## src/rtl/snow64_long_div_param_radix.sv

```systemverilog
`default_nettype none
// ============================================================================
// Module   : snow64_long_div_param_radix
// Brief    : Parametrised multi-cycle long divider (quotient + remainder).
//            Retires LOG2_RADIX quotient bits per cycle from a registered
//            multiples table, with signed/unsigned mode and a divide-by-zero
//            flag. Fixed latency of NUM_ITERS+1 cycles from the accept edge.
// Revision : 1.0 - initial release
// ============================================================================
module snow64_long_div_param_radix #(
  parameter int WIDTH_A    = 16,
  parameter int WIDTH_B    = 8,
  parameter int LOG2_RADIX = 3
) (
  input  logic               clk,
  input  logic               rst_n,
  input  logic               in_start,
  input  logic               in_signed,
  input  logic [WIDTH_A-1:0] in_a,
  input  logic [WIDTH_B-1:0] in_b,
  output logic               out_can_accept_cmd,
  output logic               out_data_valid,
  output logic [WIDTH_A-1:0] out_quot,
  output logic [WIDTH_B-1:0] out_rem,
  output logic               out_div_by_zero
);

  localparam int RADIX     = 1 << LOG2_RADIX;
  localparam int NUM_ITERS = (WIDTH_A + LOG2_RADIX - 1) / LOG2_RADIX;
  localparam int EXT_W     = NUM_ITERS * LOG2_RADIX;
  localparam int PR_W      = WIDTH_B + LOG2_RADIX;
  localparam int CNT_W     = $clog2(NUM_ITERS + 1);
  localparam logic [CNT_W-1:0] LAST_ITER = CNT_W'(NUM_ITERS - 1);

  typedef enum logic [1:0] {
    ST_IDLE  = 2'd0,
    ST_WORK  = 2'd1,
    ST_FIXUP = 2'd2
  } state_t;

  state_t state;
  state_t state_next;
  logic   accept;

  // Captured command context
  logic [CNT_W-1:0]      cnt;
  logic [EXT_W-1:0]      dividend_sh;   // remaining dividend chunks, MSB-first
  logic [WIDTH_A-1:0]    quot_mag;      // quotient magnitude being assembled
  logic [WIDTH_B-1:0]    pr;            // partial remainder, always < |b|
  logic                  q_neg;
  logic                  r_neg;
  logic                  zero_div;
  logic [PR_W-1:0]       mult_tbl [RADIX];

  // Operand magnitudes at the command boundary
  logic                  a_neg;
  logic                  b_neg;
  logic [WIDTH_A-1:0]    a_mag;
  logic [WIDTH_B-1:0]    b_mag;
  logic [PR_W-1:0]       b_ext;

  // Iteration datapath
  logic [LOG2_RADIX-1:0] chunk;
  logic [PR_W-1:0]       pr_cat;
  logic [LOG2_RADIX-1:0] digit;
  logic [WIDTH_B-1:0]    pr_next;

  // Final sign-corrected results
  logic [WIDTH_A-1:0]    quot_fix;
  logic [WIDTH_B-1:0]    rem_fix;

  assign a_neg = in_signed & in_a[WIDTH_A-1];
  assign b_neg = in_signed & in_b[WIDTH_B-1];
  assign a_mag = a_neg ? -in_a : in_a;
  // |most-negative b| is 2**(WIDTH_B-1), which still fits unsigned
  assign b_mag = b_neg ? -in_b : in_b;
  assign b_ext = PR_W'(b_mag);

  assign chunk  = dividend_sh[EXT_W-1 -: LOG2_RADIX];
  assign pr_cat = {pr, chunk};

  // Quotient digit: largest k whose multiple does not exceed the partial remainder
  always_comb begin
    digit = '0;
    for (int k = 1; k < RADIX; k++) begin
      if (mult_tbl[k] <= pr_cat) begin
        digit = LOG2_RADIX'(k);
      end
    end
  end

  // The true difference is < |b|, so the low WIDTH_B bits are exact
  assign pr_next = pr_cat[WIDTH_B-1:0] - mult_tbl[digit][WIDTH_B-1:0];

  assign quot_fix = zero_div ? '1 : (q_neg ? -quot_mag : quot_mag);
  assign rem_fix  = zero_div ? '0 : (r_neg ? -pr : pr);

  // State register
  always_ff @(posedge clk or negedge rst_n) begin
    if (!rst_n) begin
      state <= ST_IDLE;
    end else begin
      state <= state_next;
    end
  end

  // Next-state logic and accept decode
  always_comb begin
    state_next = state;
    accept     = 1'b0;
    case (state)
      ST_IDLE: begin
        if (in_start) begin
          accept     = 1'b1;
          state_next = ST_WORK;
        end
      end
      ST_WORK: begin
        if (cnt == LAST_ITER) begin
          state_next = ST_FIXUP;
        end
      end
      ST_FIXUP: begin
        state_next = ST_IDLE;
      end
      default: begin
        state_next = ST_IDLE;
      end
    endcase
  end

  // Command capture on accept, then one radix digit per WORK cycle
  always_ff @(posedge clk or negedge rst_n) begin
    if (!rst_n) begin
      cnt         <= '0;
      dividend_sh <= '0;
      quot_mag    <= '0;
      pr          <= '0;
      q_neg       <= 1'b0;
      r_neg       <= 1'b0;
      zero_div    <= 1'b0;
      for (int k = 0; k < RADIX; k++) begin
        mult_tbl[k] <= '0;
      end
    end else if (accept) begin
      cnt         <= '0;
      dividend_sh <= EXT_W'(a_mag);
      quot_mag    <= '0;
      pr          <= '0;
      q_neg       <= a_neg ^ b_neg;
      r_neg       <= a_neg;
      zero_div    <= (in_b == '0);
      for (int k = 0; k < RADIX; k++) begin
        mult_tbl[k] <= PR_W'(k) * b_ext;
      end
    end else if (state == ST_WORK) begin
      cnt         <= cnt + CNT_W'(1);
      dividend_sh <= dividend_sh << LOG2_RADIX;
      quot_mag    <= (quot_mag << LOG2_RADIX) | WIDTH_A'(digit);
      pr          <= pr_next;
    end
  end

  // Result registers: cleared valid on accept, published in FIXUP
  always_ff @(posedge clk or negedge rst_n) begin
    if (!rst_n) begin
      out_can_accept_cmd <= 1'b1;
      out_data_valid     <= 1'b0;
      out_quot           <= '0;
      out_rem            <= '0;
      out_div_by_zero    <= 1'b0;
    end else if (accept) begin
      out_can_accept_cmd <= 1'b0;
      out_data_valid     <= 1'b0;
    end else if (state == ST_FIXUP) begin
      out_can_accept_cmd <= 1'b1;
      out_data_valid     <= 1'b1;
      out_quot           <= quot_fix;
      out_rem            <= rem_fix;
      out_div_by_zero    <= zero_div;
    end
  end

endmodule
`default_nettype wire

```

## config.mk

```make
export PLATFORM = sky130hd
export DESIGN_NAME = snow64_long_div_param_radix
export DESIGN_NICKNAME = d
export VERILOG_FILES = /design/src/rtl/snow64_long_div_param_radix.sv
export SDC_FILE = /design/constraint.sdc
export NUM_CORES = 1
export LEC_CHECK = 0
export CAP_MARGIN = 0
export CORE_ASPECT_RATIO = 1.4
export CORE_MARGIN = 2
export CORE_UTILIZATION = 40
export DETAILED_ROUTE_END_ITERATION = 16
export PLACE_DENSITY = 0.66
export SYNTH_ARGS = -nofsm -noshare
export SYNTH_HDL_FRONTEND = slang
export SYNTH_SLANG_ARGS = --single-unit
```

## constraint.sdc

```tcl
create_clock -name clk -period 5 [get_ports clk]
set_input_delay 1.5 -clock clk [delete_from_list [all_inputs] [get_ports clk]]
set_output_delay 1.5 -clock clk [all_outputs]
set_load 0.03 [all_outputs]
```

### Word-level counts from Yosys, hierarchy flattened

Cells that the tools add are included.

* add/sub/neg operators: 6
* $mul: 4
* order comparisons: 8
* equality and inequality tests: 5
* mux-type cells: 31
* bitwise logic cells: 6
* reductions and logical operators: 6

Operators by type and width (count)
* $mux W16: 5
* $mux W8: 7
* $le A11 B11 Y1: 4
* $mux W18: 2
* $bmux W11 S3: 1
* $neg A16 Y16: 2
* $mul A3 B8 Y11 const A: 2
* $mul A2 B8 Y10 const A: 2
* $mux W3: 6
* $neg A8 Y8: 2
* $or A16 B3 Y16: 1
* $le A10 B11 Y1: 1
* $le A8 B11 Y1: 1
* $le A9 B11 Y1: 1
* $logic_not A8 Y1: 1
* $mux W2: 4
* $sub A8 B8 Y8: 1
* $mux W1: 5
* $ge A4 B4 Y1 const B: 1
* $ne A2 B2 Y1 const B: 2
* $not A3 Y4: 1
* $pmux W2 S2: 1
* $reduce_and A2 Y1: 2
* $reduce_bool A2 Y1: 2
* other kinds (8): 9

* flip-flop bits (word level): 128
* output and inout port bits: 27
* word-level logic and storage cells: 84

### Logic depth before layout (Yosys ltp)

* depth in word-level cells: 15
* depth in mapped cells: 23
* gate-level depth less buffers: 21

### Least setup slack after synthesis

OpenSTA, ideal clock, no wires.

* path type: input to register
* start point: input port in_b[1]
* end point: register mult_tbl[31] in the netlist's numbering
* setup time: 133 ps
* arrival time: 4320 ps
* data required time: 4867 ps
* slack: 547 ps
* cell stages on the path: 13
* buffers on the path: 0
* cells stage by stage: or3_1 -> nand3_1 -> xor2_1 -> inv_1 -> ha_1 -> ha_1 -> fa_1 -> a21o_1 -> a21o_1 -> a21o_1 -> a21oi_1 -> xnor2_1 -> o21ai_0

* longest elaborated chain between the ends: 3

RTL lines
* start, declared: line 20 `input logic [WIDTH_B-1:0] in_b,`
* $neg A8 Y8: line 76 `assign b_mag = b_neg ? -in_b : in_b;`
* $mux W8: line 76
* via b_mag[3]: line 59 `logic [WIDTH_B-1:0] b_mag;`
* $mul A3 B8 Y11: line 154 `mult_tbl[k] <= PR_W'(k) * b_ext;`
* end signal, assigned by index: line 154
* end, declared: line 53 `logic [PR_W-1:0] mult_tbl [RADIX];`

The timed path passes the listed nets, and every way through them passes these cells.
A chain may end at the register's enable or synchronous reset.

### Worst setup path after layout

Same ends and word-level chain as after synthesis.

==> impl_metrics.env <==
export IMPL_synthesis_nets=1077
export IMPL_setup_worst_path_start_class="input port"
export IMPL_end_kind="flop"
export IMPL_yosys_warnings=0
export IMPL_grt_ovfl_total=0
export IMPL_leakage_uw=0.004558
export IMPL_wirelength_um=19840
export IMPL_start_util_pct=40.95
export IMPL_syn_avg_cell_area_um2=9.028
export IMPL_postCtsHoldBufs=0
export IMPL_hp_class="reg -> reg"
export IMPL_dp_hpwl_um=15570
export IMPL_clock_latency_ps=370
export IMPL_p_per_area_nw_per_um2=693.2
export IMPL_coreArea_um2=20630
export IMPL_syn2layout_area_growth_pct=14.75
export IMPL_rsz0062_at_grt="false"
export IMPL_cts_htree_levels=3
export IMPL_crit_fanout=5
export IMPL_cts_resized=0
export IMPL_wl_per_cell_um=15.82
export IMPL_fp_dieW_um=126.8
export IMPL_post_cts_buffers=0
export IMPL_grt_start_max_net_pins=73
export IMPL_ant_nets=0
export IMPL_ys_seq_elements=112
export IMPL_clock_sinks=112
export IMPL_synth_area_leaders="dfrtp_1, ha_1, nand2_1, o21ai_0, xnor2_1"
export IMPL_synth_cell_type_count=71
export IMPL_grt_usage_pct=18.60
export IMPL_nets=1134
export IMPL_syn_area_um2=8451
export IMPL_drtIter0Drc=405
export IMPL_slowest_delay_ps=440
export IMPL_cp_arrival_ps=4890
export IMPL_tightest_slew_ps=1080
export IMPL_cp_common_cell="a21o_1"
export IMPL_synthArstFlopShare_pct=100.0
export IMPL_path_clk_slew_ps=80
export IMPL_synthDominantCellAreaShare_pct=32.87
export IMPL_dp_cells=1238
export IMPL_cts_root_buf="clkbuf_16"
export IMPL_maxSlewViolCount=0
export IMPL_peakVddDrop_mv=0.2693
export IMPL_finalCriticalPeriod_ps=4681
export IMPL_final_util_pct=46.99
export IMPL_maxCapViolations=0
export IMPL_yosysSeqAreaShare_pct=33.18
export IMPL_grt_first_pass_wirelength_um=33840
export IMPL_gp_congestion=0.9041
export IMPL_drive_gt1_share_pct=7.315
export IMPL_yosysTopAreaCell="dfrtp_1"
export IMPL_hold_violations=0
export IMPL_yosysMostFrequentCell="nand2_1"
export IMPL_min_period_over_period_pct=93.62
export IMPL_antenna_found_initial=0
export IMPL_rows=62
export IMPL_cp_num_buf_inv=2
export IMPL_dr_pass1_iters=4
export IMPL_numCtsBuffers=9
export IMPL_cts_tree="built"
export IMPL_synth_common_cells="nand2_1, dfrtp_1, ha_1"
export IMPL_required_ps=5210
export IMPL_fp_dieArea_um2=22320
export IMPL_path_class="in -> reg"
export IMPL_slew_limit_headroom_pct=27.85
export IMPL_port_buffer_count=54
export IMPL_synth_edff_count=0
export IMPL_final_setup_skew_ps=12.21
export IMPL_timing_fmax_mhz=213.6
export IMPL_path_cells="clkdlybuf4s50_1 > or3_1 > nand3_1 > xor2_1 > inv_1 > ha_1 > ha_1 > fa_1 > a21o_1 > a21o_1 > a21o_1 > a21oi_1 > xnor2_1 > o21ai_0"
export IMPL_crit_family="adder cells"
export IMPL_num_vias=6800
export IMPL_diodes=0
export IMPL_synth_top_flop_cell="dfrtp_1"
export IMPL_grt_pass1_vias=6853
export IMPL_clockBufferDepth=2
export IMPL_final_cells=1254
export IMPL_cp_slowest_cell="or3_1"
export IMPL_drcViolationCount=0
export IMPL_die_h_um=176.0
export IMPL_setup_violations_final=0
export IMPL_via_per_inst=5.423
export IMPL_pin_count=55
export IMPL_outcome="finished clean"
export IMPL_synth_cells=936
## cell usage in the layout, fill, tap and decap left out, types with 3 or more instances in the layout
| master | count |
|---|---|
| a21oi_2 | 3 |
| nand2b_1 | 9 |
| nor2_1 | 54 |
| a21oi_1 | 49 |
| dfrtp_1 | 111 |
| mux2i_1 | 29 |
| a22o_1 | 9 |
| xor2_1 | 25 |
| o211ai_1 | 3 |
| nor2b_1 | 8 |
| xnor2_1 | 38 |
| inv_6 | 3 |
| inv_1 | 49 |
| o21ai_1 | 4 |
| or3_1 | 4 |
| or4_1 | 8 |
| buf_4 | 30 |
| clkdlybuf4s50_1 | 53 |
| fa_1 | 11 |
| o21bai_1 | 9 |
| ha_1 | 102 |
| and2_1 | 4 |
| o21a_1 | 4 |
| nand3_1 | 25 |
| nand4_1 | 5 |
| nor3_1 | 6 |
| nor4_1 | 3 |
| a211oi_1 | 5 |
| a31oi_1 | 12 |
| o41ai_1 | 3 |
| o31ai_1 | 17 |
| clkbuf_16 | 9 |
| nand2_1 | 140 |
| a21o_1 | 15 |
| o21ai_0 | 83 |
| nor3b_1 | 6 |
## power breakdown
group	leakage [uW]	internal, uW	total, uW	switching, uW
Clock	0.000159	409	785	376
Combinational	0.00305	1810	4130	2320
Sequential	0.00135	1340	1800	465
## layer usage
| layer | vias to the layer above | part of all wire [%] | track usage (%) |
|---|---|---|---|
| met2 | 92 | 51 | 33.83 |
| met3 | 30 | 2.0 | 1.970 |
| li1 | 3415 | - | - |
| met5 | - | 0 | 0 |
| met1 | 3263 | 45 | 23.25 |
| met4 | 0 | 2.2 | 5.357 |
## worst reg2reg max path: stages, from the launching register on
cell       delay, ps
dfrtp_1          430
inv_1            390
ha_1             330
o21ai_0          180
nor2_1            70
a2111oi_0        520
o21ai_1          120
a21oi_1          240
o21bai_1         170
nand2b_2         210
mux2i_1          320
inv_1             80
ha_1             260
nor2b_1          120
o21ai_0          150
nand2b_1         110
a21o_1           200
nand2_1           90
a21oi_1           90
xnor2_1          180
xnor2_1          140
o2bb2ai_1         80
## flip-flops by register name, indices dropped and copies added (netlist names)
| register | count |
|---|---|
| quot_mag | 16 |
| q_neg | 1 |
| pr | 8 |
| dividend_sh | 18 |
| out_data_valid | 1 |
| out_rem | 8 |
| r_neg | 1 |
| out_div_by_zero | 1 |
| zero_div | 1 |
| state | 2 |
| out_quot | 16 |
| cnt | 3 |
| out_can_accept_cmd | 1 |
| mult_tbl | 35 |
## layout make-up
type / count / area (um^2)
clock buffers: 9 / 225.2
clock inverters: 7 / 100.1
fillers: 1977 / 10940
inverters: 49 / 183.9
multi-input cells: 737 / 5288
flip-flops and latches: 112 / 2804
well taps: 256 / 320.3
repair buffers: 84 / 775.7
## path summary, 6_finish.rpt
kind                                           startpoint                              to  slack (ps)  cells past startpoint
max                                               in_b[1]        mult_tbl[31]$_DFFE_PN0P_         320                     14
min                        out_can_accept_cmd$_DFFE_PN1P_  out_can_accept_cmd$_DFFE_PN1P_         460                      2
max reg2reg                             pr[2]$_DFFE_PN0P_               pr[7]$_DFFE_PN0P_         360                     21
min reg2reg                out_can_accept_cmd$_DFFE_PN1P_  out_can_accept_cmd$_DFFE_PN1P_         460                      2
max in group asynchronous                           rst_n  out_can_accept_cmd$_DFFE_PN1P_        3010                      2
min in group asynchronous                           rst_n      dividend_sh[2]$_DFFE_PN0P_        1080                      1
## metrics by stage
step	power [uW]	TNS [ps]	hold WS (ps)	worst slack, ps	area [um^2]
after floorplan	4781	0	448.4	546.8	8451
after detailed placement	5936	-105.4	449.7	-88.55	9371
after global routing	7351	0	476.9	9.700	9697
after global placement	5817	0	444.2	25.38	9371
final	6722	0	459.4	318.8	9697
after CTS	6745	0	463.1	289.4	9697
## logic make-up (layout without fill, tap and decap cells)
kind of cell             Yosys count  count (layout)  synth area share, %
buffers and inverters             87             149                4.309
XOR/XNOR                          63              63                6.529
AND/OR/NAND/NOR                  295             295                16.32
adder cells (fa/ha/maj)          113             113                17.71
multiplexers                      30              30                3.702
flip-flops                       112             112                33.18
AO/OA/AOI/OAI                    236             236                18.26
Note: power is estimated with default switching activity, not from simulation.
